==> config.mk <==
export PLATFORM = sky130hd
export DESIGN_NAME = fetch_unit
export DESIGN_NICKNAME = d
export VERILOG_FILES = /design/src/rtl/fetch_unit.sv
export SDC_FILE = /design/constraint.sdc
export NUM_CORES = 1
export LEC_CHECK = 0
export CAP_MARGIN = 10
export CORE_MARGIN = 8
export CORE_UTILIZATION = 38
export DETAILED_ROUTE_END_ITERATION = 8
export PLACE_DENSITY_LB_ADDON = 0.05
export SETUP_SLACK_MARGIN = 0.4
export SKIP_LAST_GASP = 1
export SYNTH_ARGS = -nofsm -noshare
export SYNTH_HDL_FRONTEND = slang
export SYNTH_SLANG_ARGS = --single-unit
==> constraint.sdc <==
create_clock -name clock -period 1.45 [get_ports clock]
set_input_delay 0.2175 -clock clock [delete_from_list [all_inputs] [get_ports clock]]
set_output_delay 0.2175 -clock clock [all_outputs]
set_load 0.005 [all_outputs]
==> src/rtl/fetch_unit.sv <==
// Instruction fetch stage: PC sequencing, stall/redirect handling, IF/ID register
// and sticky fault detection for misaligned or out-of-range fetch addresses.
module fetch_unit #(
    parameter logic [31:0] RESET_PC  = 32'h0000_0000,
    parameter int          MEM_BYTES = 1024
) (
    input  logic        clock,
    input  logic        reset_n,
    input  logic        stall,
    input  logic        branch_taken,
    input  logic [31:0] branch_target,
    input  logic        jump,
    input  logic [31:0] jump_target,
    input  logic [31:0] imem_instruction,
    output logic [31:0] imem_address,
    output logic [31:0] if_instruction,
    output logic [31:0] if_pc_plus4,
    output logic        if_valid,
    output logic        fault
);

    localparam logic [31:0] LAST_PC = 32'(MEM_BYTES - 4);

    typedef enum logic [1:0] {
        START = 2'd0,
        FETCH = 2'd1,
        HALT  = 2'd2
    } state_t;

    state_t      state, state_next;
    logic [31:0] pc, pc_next;
    logic [31:0] instruction_next, pc_plus4_next;
    logic        valid_next, fault_next;

    logic        redirect;
    logic [31:0] target;
    logic        pc_legal;

    assign imem_address = pc;
    assign redirect     = jump | branch_taken;
    // jump outranks a simultaneous taken branch
    assign target       = jump ? jump_target : branch_target;
    assign pc_legal     = (pc[1:0] == 2'b00) && (pc <= LAST_PC);

    // NOTE: every output of this block gets a default before the case so no path
    // leaves a signal unassigned, which would otherwise infer a latch.
    always_comb begin
        state_next       = state;
        pc_next          = pc;
        instruction_next = if_instruction;
        pc_plus4_next    = if_pc_plus4;
        valid_next       = if_valid;
        fault_next       = fault;

        case (state)
            START: begin
                valid_next = 1'b0;
                state_next = FETCH;
            end
            FETCH: begin
                if (redirect) begin
                    // target legality is checked once it becomes the PC
                    pc_next    = target;
                    valid_next = 1'b0;
                end else if (!pc_legal) begin
                    state_next = HALT;
                    fault_next = 1'b1;
                    valid_next = 1'b0;
                end else if (!stall) begin
                    instruction_next = imem_instruction;
                    pc_plus4_next    = pc + 32'd4;
                    valid_next       = 1'b1;
                    pc_next          = pc + 32'd4;
                end
            end
            HALT: begin
                valid_next = 1'b0;
                fault_next = 1'b1;
            end
            default: state_next = START;
        endcase
    end

    // NOTE: state registers use non-blocking assignments so every flop samples
    // the pre-edge values; reset is synchronous and overrides all other inputs.
    always_ff @(posedge clock) begin
        if (!reset_n) begin
            state          <= START;
            pc             <= RESET_PC;
            if_instruction <= 32'd0;
            if_pc_plus4    <= 32'd0;
            if_valid       <= 1'b0;
            fault          <= 1'b0;
        end else begin
            state          <= state_next;
            pc             <= pc_next;
            if_instruction <= instruction_next;
            if_pc_plus4    <= pc_plus4_next;
            if_valid       <= valid_next;
            fault          <= fault_next;
        end
    end

endmodule

Yosys cells after proc, flatten, opt, wreduce, memory -nomap -nowiden
Index checks and enable logic that the tools add are counted.
{ "totals": {"word_cells": 44, "register_bits": 100, "in_bits": 101} }
{ "classes": {"muxes": 14, "magnitude_cmp": 1, "n_reduce_logical": 12, "add_sub_neg": 1, "n_eq_ne": 6, "n_bitwise": 4} }
{ "ops": {"columns": ["cell", "count"], "rows": [
  ["32-bit two-way mux", 4],
  ["32-bit by 3-bit adder with 32-bit output, second input constant", 1],
  ["32-bit by 10-bit <= comparator with 1-bit output, second input constant", 1],
  ["3-bit AND reduction", 3],
  ["2-bit one-hot mux with 3 select lines", 1],
  ["2-bit nonzero test", 3],
  ["1-bit two-way mux", 5],
  ["2-bit logical NOT", 2],
  ["2-bit two-way mux", 2],
  ["2-bit inequality test, second input constant", 2],
  ["4-bit inequality test, second input constant", 1],
  ["1-bit one-hot mux with 2 select lines", 2],
  ["4-bit AND reduction", 1],
  ["1-bit inverter", 3],
  ["2-bit by 1-bit == test with 1-bit output, second input constant", 1],
  ["2-bit == test, second input constant", 1],
  ["2-bit by 1-bit inequality test with 1-bit output, second input constant", 1],
  ["2-bit AND reduction", 1],
  ["2-bit OR reduction", 1],
  ["1-bit logical AND", 1],
  ["1-bit OR", 1]
]} }

Longest topological paths before layout
{ "logic_depth": {"depth_word": 5, "ltp_mapped": 7} }

Worst setup path before layout
Ideal clock, no wire load.
{ "synth_path": {"kind": "register -> register", "from": "register pc[11] (netlist: imem_address[11])", "to": "register if_pc_plus4[0]", "arrival_time_ns": 1.421, "setup_time_ns": 0.115, "period_less_slack_ns": 1.537, "path_slack_ns": -0.087, "path_stages_with_launch": 7, "cell_sequence": "dfxtp_1 > nor4_4 > and4_1 > buf_2 > nand2_2 > clkbuf_1 > and3_1"} }
{ "synth_between": {"elab_chain_len": 3} }
{ "synth_rtl": {"columns": ["item", "line_no", "source"], "rows": [
  ["start, declared", "31", "logic [31:0] pc, pc_next;"],
  ["start signal, assigned", "96", "pc <= pc_next;"],
  ["32-bit by 10-bit <= comparator with 1-bit output", "43", "assign pc_legal = (pc[1:0] == 2'b00) && (pc <= LAST_PC);"],
  ["1-bit logical AND", "43", null],
  ["4-bit AND reduction (no source line)", null, null],
  ["end signal, assigned", "98", "if_pc_plus4 <= pc_plus4_next;"],
  ["end, declared", "17", "output logic [31:0] if_pc_plus4,"]
]} }
Every way passes these cells.
A chain may end at the register's enable or synchronous reset.

Final worst setup path
{ "layout_path": {"from": "register state[1]", "to": "register if_instruction[25]"} }
{ "layout_between": {"elab_chain_len": 2} }
{ "layout_rtl": {"columns": ["item", "line_no", "source"], "rows": [
  ["start, declared", "30", "state_t state, state_next;"],
  ["start signal, assigned", "95", "state <= state_next;"],
  ["2-bit by 1-bit == test with 1-bit output", "55", "case (state)"],
  ["4-bit AND reduction (no source line)", null, null],
  ["end signal, assigned", "97", "if_instruction <= instruction_next;"],
  ["end, declared", "16", "output logic [31:0] if_instruction,"]
]} }
Every way passes these cells.

==> flow_summary_export.csv <==
group,metric,value,unit
critical_path,cp-end-kind,"register",
critical_path,rr_startpoint,"state[1]$_SDFFE_PN0P_",
final_layout,area_growth,78.6,%
critical_path,ff2ff_path_depth,7,
worst_hold_path,hold_path.class,"in2reg",
logic_synthesis,syn_area,0.00442,sq mm
placed_design,gp_congestion,0.818,
critical_path,cp_max_fo,15,
sta,tightest_slew,0.434,ns
sta,fin_worst_skew,0.00891,ns
clocking,clkTransAtPathRegs,0.07,ns
critical_path,cp_slowest_stage_delay,0.33,ns
clocking,htreeDepth,3,
worst_hold_path,hold_path_depth,3,
grt,track_usage,21.3,%
critical_path,critPathLaunchType,"register",
detailed_routing,final_antenna_net_count,0,
sta,maxSlewHeadroom,71.1,%
logic_synthesis,ys_types,47,
detailed_routing,drc_errors,0,
clocking,cts_tree,"built",
critical_path,rrSetupSlack,-0.27,ns
detailed_routing,via_per_inst,5.32,
grt,antenna_found_initial,0,
sta,setup_tns,-19.39,ns
power_and_ir_drop,p_leak,3.46,nW
floorplanning,rows,39,
detailed_routing,vias,4870,
status,violations,"setup timing",
critical_path,cpLargestDelayFamily,"buffers and inverters",
power_and_ir_drop,power.total,7.74,mW
logic_synthesis,seq_area_frac_synth,45.3,%
placed_design,dp_hpwl,11.7,mm
final_layout,fin_nets,870,
detailed_routing,firstDrtPassIters,4,
logic_synthesis,ys.warnings.count,0,
logic_synthesis,syn_avg_cell_area,8.89,sq um
critical_path,crit_chain,"nor3b_1 > buf_4 > nand4_1 > buf_4 > buf_4 > o21ai_0 > a21oi_2",
status,status,"complete, but fails checks",
grt,overflow,0,
critical_path,critPathArrivalTime,1.96,ns
grt,grt_max_degree,52,
logic_synthesis,synth_flop_cell,"dfxtp_1",
sta,finalMaxSlewViolations,0,
logic_synthesis,synthCells,497,
power_and_ir_drop,powerDensity,981,mW/mm^2
grt,grt_first_pass_wirelength,25.7,mm
floorplanning,dieHeight,124,um
sta,clock.fmax,580,MHz
final_layout,n_antenna_cell,0,
critical_path,cpMostUsedCell,"buf_4",
sta,finalCritPeriodShare,119,%
final_layout,final_layout_size_suffix_gt1_share,45.5,%
clocking,cts_root_buf,"clkbuf_16",
clocking,cts.sinks,100,
clocking,postCtsHoldBufs,0,
floorplanning,ios,199,
worst_hold_path,holdPathEnd,"if_pc_plus4[8]$_SDFFE_PN0P_",
critical_path,crit_path_top_delay_cell,"dfxtp_2",
placed_design,dpl_worst_slack,-0.590,ns
worst_hold_path,hold_start,"reset_n",
detailed_routing,drt-total-wl,17.0,mm
placed_design,port_buffers,198,
critical_path,r2r_end,"if_instruction[25]$_SDFFE_PN0P_",
logic_synthesis,synth_fp_nets,599,
critical_path,path_buf_inv,3,
sta,rsz0062_at_grt,"yes",
final_layout,fillCellCount,936,
logic_synthesis,ys_ff_latch,100,
floorplanning,core_area,0.0114,sq mm
critical_path,criticalPathCategory,"reg2reg",
detailed_routing,drt_iter0_drc,426,
grt,first_global_vias,4944,
clocking,worst_skew_pair.late_latency,0.35,ns
floorplanning,die_w,124,um
logic_synthesis,async_flop_share,0,%
logic_synthesis,synth_edf_count,0,
floorplanning,start_util,38.8,%
final_layout,final_cells,916,
critical_path,cp.required,1.69,ns
clocking,cts_max_path_buffers,2,
sta,hold_viol_final,0,
detailed_routing,wire_per_inst,18.6,um
sta,setup_viol,98,
sta,period_minus_slack,1.72,ns
clocking,cts-buffers-inserted,9,
run,maxCapViolations,0,
sta,setup_slack,-0.274,ns
placed_design,placed_cells,869,
power_and_ir_drop,ir_drop,0.000610,V
floorplanning,die_area,0.0153,sq mm
[stage by stage]
| stage | hold slack, ns | area, sq um | util [%] |
|---|---|---|---|
| finish | 0.326 | 7890 | 69.4 |
| global route | 0.344 | 7890 | 69.4 |
| CTS | 0.307 | 7780 | 68.4 |
| detailed placement | 0.468 | 7060 | 62.1 |
| global placement | 0.459 | 7060 | 62.1 |
| floorplan | 0.361 | 4500 | - |
[routing by layer]
metal  vias up  global-route usage, %  share of wire, %
li1       2343                      -                 -
met1      2286                   24.4                39
met2       222                   36.0                49
met3        19                   7.57                11
met4         0                   7.22               1.5
met5         -                      0                 0
[logic make-up (layout without fill, tap and decap cells)]
group	after synthesis	in the layout	synth area share, %
flops	100	100	45.3
compound gates	151	151	21.8
xor+xnor	1	1	0.198
mux	28	28	6.37
buf+inv	53	329	6.03
simple gates	163	163	19.9
fa+ha+maj	1	1	0.283
[where the power goes]
| group | switching, mW | internal (mW) | total [mW] |
|---|---|---|---|
| Combinational | 0.955 | 1.33 | 2.29 |
| Clock | 1.15 | 1.37 | 2.52 |
| Sequential | 0.0867 | 2.85 | 2.94 |
| Total | 2.19 | 5.55 | 7.74 |
[worst max-delay path by stage]
stage,from,to,cells after the start,slack [ns]
2_1_floorplan,imem_address[10]$_SDFFE_PN0P_,if_pc_plus4[10]$_SDFFE_PN0P_,7,-0.02
3_3_place_gp,stall,if_pc_plus4[13]$_SDFFE_PN0P_,6,-0.56
3_5_place_dp,stall,if_pc_plus4[25]$_SDFFE_PN0P_,6,-0.59
4_1_cts,imem_address[20]$_SDFFE_PN0P_,if_pc_plus4[5]$_SDFFE_PN0P_,8,-0.25
5_1_grt,state[1]$_SDFFE_PN0P_,if_instruction[25]$_SDFFE_PN0P_,7,-0.35
6_report,state[1]$_SDFFE_PN0P_,if_instruction[25]$_SDFFE_PN0P_,7,-0.27
[synthesized netlist by cell type, drive strengths merged (3+ instances only)]
cell type | instances | area share (%)
a22o | 21 | 4.2
and2 | 3 | 0.42
nand2 | 59 | 5.1
nor2b | 4 | 0.57
a311oi | 6 | 1.2
a21oi | 46 | 5.5
nor3 | 3 | 0.34
mux2i | 27 | 6.1
buf | 18 | 3.1
o21ai | 47 | 5.3
nand3 | 37 | 4.5
o211ai | 10 | 1.7
dfxtp | 100 | 45
a211oi | 8 | 1.5
nor2 | 13 | 1.3
inv | 7 | 0.59
clkbuf | 28 | 2.4
and4 | 4 | 0.79
nand2b | 3 | 0.42
and3 | 24 | 3.4
nor4 | 8 | 2.4
[what timing repair did]
item                       4_1_cts  5_1_grt
resized for setup              407      119
pin swaps                       10       12
setup endpoints to repair      198      168
setup buffers                   14        9
gates cloned                     5        3
[worst min-delay path: cells and delay by family]
kind	cells	cell delay [ns]
AO/OA/AOI/OAI	1	0.16
buffers and inverters	2	0.26
[cell type report]
| cell class | count | area, sq um | share of cell area (%) |
|---|---|---|---|
| Clock buffer | 9 | 225 | 2.85 |
| Inverter | 7 | 26.3 | 0.333 |
| Sequential cell | 100 | 2120 | 26.8 |
| Clock inverter | 7 | 81.3 | 1.03 |
| Multi-Input combinational cell | 344 | 2330 | 29.5 |
| Timing Repair Buffer | 306 | 2930 | 37.1 |
| Tap cell | 143 | 179 | 2.27 |
[state kept, by name, summed over array words and instances, names as in the netlist]
register	count
fault	1
imem_address	32
if_pc_plus4	32
state	2
if_valid	1
if_instruction	32
[layout by cell type (no fill, tap or decap), types with 11 or more instances in the layout]
cell type	instances
clkdlybuf4s50_1	100
dfxtp_2	80
buf_6	75
nand2_1	58
buf_4	48
buf_2	38
o21ai_0	35
a21oi_1	34
nand3_1	29
mux2i_1	26
clkbuf_2	26
and3_1	23
a22o_1	21
dfxtp_1	16
clkbuf_16	11
No activity file was read; power rests on OpenSTA's default activity.
==> patch 1 (same flow settings) <==
Re-encode `state_t` (3 states) as one-hot, 3 bits wide.
--- a/src/rtl/fetch_unit.sv
+++ b/src/rtl/fetch_unit.sv
@@ -22,8 +22,8 @@
     localparam logic [31:0] LAST_PC = 32'(MEM_BYTES - 4);
 
-    typedef enum logic [1:0] {
-        START = 2'd0,
-        FETCH = 2'd1,
-        HALT  = 2'd2
+    typedef enum logic [2:0] {
+        START = 3'b001,
+        FETCH = 3'b010,
+        HALT  = 3'b100
     } state_t;
 
Behaviour: same outputs for any inputs over 4 cycles, from zero or initial values and one cycle with reset_n low; so few cycles prove little.
==> patch 1 against the original RTL <==
- the flow still finishes with violations (negative setup slack)
- utilization increased by 16 points
- total power shrank 9.8%
- sequential cell count is 1 higher
- clock skew rose by 13 ps
- area after synthesis down 6.5%
- count of clock-buffer cells in the layout stayed put
- cell area grew 17%
- wire length grew 17%
- global-route usage grew 0.79 points
- setup slack worse by 220 ps
- sequential power up 2%
- largest power group unchanged
==> patch 1: results (changes against the original RTL) <==
- Met1 WL: 7800 um (was 6650 um)
- 1st-iter DRT viols: 288 (was 426)
- Multi-input gates: 330 (was 344)
- Syn Nets: 582 (was 599)
- CP arrival: 2230 ps (was 1960 ps)
- Leakage: 3.90 nW (was 3.46 nW)
- Clock group power: 1.84 mW (was 2.52 mW)
- Largest net degree at the start of global routing: 29 (was 52)
- Post-synth top cells: dfxtp_1, nand2_1, a21oi_1 (was dfxtp_1, nand2_1, o21ai_0)
- Initial antenna violation count: 1 (was 0)
- Root Buffer: clkbuf_8 (was clkbuf_16)
- Area of the multi-input gates: 2680 sq um (was 2330 sq um)
- ClkCell Share: 2.18% (was 3.89%)
- Setup-failing EPs final: 101 (was 98)
- Fin worst setup slack: -498 ps (was -274 ps)
- Filler cells: 548 (was 936)
- M2 GR Usage: 38.8% (was 36.0%)
- Placed Cells: 857 (was 869)
- Global Route Usage Sum: 22.0% (was 21.3%)
- Met2 wire length: 10200 um (was 8310 um)
- Seq power: 3.01 mW (was 2.94 mW)
- Final Cell Area: 9220 sq um (was 7890 sq um)
- Status: finished, violations left (unchanged)
- Cell variety after synth: 42 (was 47)
- Yosys reg bits: 101 (was 100)
- Vias in the first global route: 5023 (was 4944)
- DR pass1 iterations: 5 (was 4)
- Max stage delay on crit path: 440 ps (was 330 ps)
- Met1 Track Usage GR: 24.9% (was 24.4%)
- Ant diodes: 1 (was 0)
- Worst Tran Pin Value: 404 ps (was 434 ps)
- Placed Area: 6890 sq um (was 7060 sq um)
- Crit-path leading delay family: simple AND/OR/NAND/NOR gates (was buffers and inverters)
- Vias: 5102 (was 4870)
- Via density: 5.30 (was 5.32)
- Failing checks: negative setup slack (unchanged)
- Average cell area after synthesis: 8.60 sq um (was 8.89 sq um)
- GR Layer Usage met3: 7.13% (was 7.57%)
- Invs w/o clock: 9 (was 7)
- Sw Ratio: 30.6% (was 28.3%)
- Buffers, non-clock: 365 (was 306)
- Setup TNS: -36240 ps (was -19390 ps)
- DP HPWL: 10500 um (was 11700 um)
- Signal buf overhead: 43.1% (was 37.1%)
- Crit Path Max Fanout: 5 (was 15)
- Slowest CP cell: or3b_4 (was dfxtp_2)
- Sequential fraction of the synthesis area: 49.0% (was 45.3%)
- Share of cells above drive strength 1: 64.3% (was 45.5%)
- Clk_skew: 22.4 ps (was 8.91 ps)
- Max IR drop VDD: 567 uV (was 610 uV)
- Metal3 WL: 1300 um (was 1810 um)
patch 1: cell count changes in the layout (fill, tap and decap cells not counted), moves of 19 or more:
cell      before  now
mux2i_1       26    6
a21oi_2        9   39
buf_6         75  130
buf_4         48   85
a21oi_1       34   14
and3_4         0   19
clkbuf_2      26    1
buf_2         38   14
o21ai_0       35    8
nand3_1       29    4
a22o_1        21    1
nand2_4        0   40
patch 1: kinds of logic after synthesis:
| logic type | synth area share [%] |
|---|---|
| flip-flops | 49.0 |
| multiplexers | 1.45 |
| AND/OR/NAND/NOR | 22.5 |
| buffers and inverters | 5.63 |
| XOR/XNOR | 1.70 |
| adder cells (fa/ha/maj) | 0.303 |
| AO/OA/AOI/OAI | 19.4 |
patch 1: stage by stage:
stage	worst slack (ps)	power, mW	hold slack [ps]
after floorplan	-334	3.66	335
after global placement	-448	4.56	439
after detailed placement	-509	4.59	442
after CTS	-343	6.74	371
after global routing	-553	7.25	383
final	-498	6.98	388
patch 1: what timing repair did:
item / in CTS / in global routing
gates resized for setup: 608 / 193
hold buffers: 0 / 0
cloned: 11 / 9
endpoints found under the setup margin: 199 / 199
pin swaps: 55 / 65
setup buffers: 39 / 29
patch 1: path summary, 6_finish.rpt:
| kind | slack (ps) | start | to | depth (start not counted) |
|---|---|---|---|---|
| max | -500 | state[2]$_SDFFE_PN0P_ | if_instruction[11]$_SDFFE_PN0P_ | 7 |
| min | 390 | jump | fault$_SDFFE_PN0P_ | 5 |
| max reg2reg | -500 | state[2]$_SDFFE_PN0P_ | if_instruction[11]$_SDFFE_PN0P_ | 7 |
| min reg2reg | 470 | if_instruction[30]$_SDFFE_PN0P_ | if_instruction[30]$_SDFFE_PN0P_ | 2 |
==> patch 2 (same flow settings) <==
Without the edit above. Change the parameter `MEM_BYTES` from 1024 to 768.
--- a/src/rtl/fetch_unit.sv
+++ b/src/rtl/fetch_unit.sv
@@ -3,5 +3,5 @@
 module fetch_unit #(
     parameter logic [31:0] RESET_PC  = 32'h0000_0000,
-    parameter int          MEM_BYTES = 1024
+    parameter int          MEM_BYTES = 768
 ) (
     input  logic        clock,
Behaviour: not the same (Yosys sat finds a counterexample within 4 cycles, from zero or initial values and one cycle with reset_n low).
==> patch 2 against the original RTL <==
- the flow still finishes with violations (negative setup slack)
- maximum frequency is 19% lower
- setup slack worse by 400 ps
- area after synthesis is 11% lower
- wire length is 1.0% higher
- sequential cell count stayed put
- total power decreased by 16%
- cell area increased by 1.0%
- critical path type unchanged
- largest cell class unchanged
==> patch 2: results (changes against the original RTL) <==
- Status: finished, violations left (unchanged)
- Failing checks: negative setup slack (unchanged)
- Clk_skew: 14.3 ps (was 8.91 ps)
- 1st-iter DRT viols: 364 (was 426)
- Root Buffer: clkbuf_8 (was clkbuf_16)
- Cells on worst reg2reg path: 8 (was 7)
- Placed Area: 6410 sq um (was 7060 sq um)
- Worst r2r src: imem_address[0]$_SDFFE_PN0P_ (was state[1]$_SDFFE_PN0P_)
- Share of cells above drive strength 1: 53.1% (was 45.5%)
- Filler cells: 615 (was 936)
- Synth area leaders: dfxtp_1, nand2_1, a21oi_1 (was dfxtp_1, mux2i_1, o21ai_0)
- NumNets Final: 851 (was 870)
- Slowest CP cell: or4_4 (was dfxtp_2)
- Placed Cells: 818 (was 869)
- Met1 Track Usage GR: 23.6% (was 24.4%)
- Critical Path End: if_pc_plus4[6]$_SDFFE_PN0P_ (was if_instruction[25]$_SDFFE_PN0P_)
- Worst Tran Pin Value: 354 ps (was 434 ps)
- Largest net degree at the start of global routing: 31 (was 52)
- Setup-failing EPs final: 98 (unchanged)
- Placer Congestion: 0.823 (was 0.818)
- Non-Filler Instances: 890 (was 916)
- Max IR drop VDD: 518 uV (was 610 uV)
- Crit-path leading delay family: simple AND/OR/NAND/NOR gates (was buffers and inverters)
- Max stage delay on crit path: 450 ps (was 330 ps)
- Fin worst setup slack: -674 ps (was -274 ps)
-- patch 2: cell type report --
class | count | share of cell area [%]
repair buffers | 314 | 41.7
flip-flops and latches | 100 | 26.8
multi-input cells | 315 | 26.5
well taps | 136 | 2.14
clock buffers | 9 | 1.55
clock inverters | 7 | 0.942
inverters | 9 | 0.424
-- patch 2: kinds of logic (layout without fill, tap and decap cells) --
kind of cell | Yosys count | count (layout) | share of synthesized area (%)
adders and majority gates | 1 | 1 | 0.320
buffers and inverters | 46 | 339 | 4.99
muxes | 7 | 7 | 1.82
xor gates and xnor gates | 9 | 9 | 2.02
AOI/OAI and AO/OA | 125 | 125 | 19.5
and+or+nand+nor | 173 | 173 | 20.1
DFF | 100 | 100 | 51.2
-- patch 2: timing repair --
action,in CTS,in global routing
gates resized for setup,611,97
cloned,8,1
hold endpoints to repair,0,0
pin swaps,22,10
endpoints found under the setup margin,198,198
buffers inserted,37,10
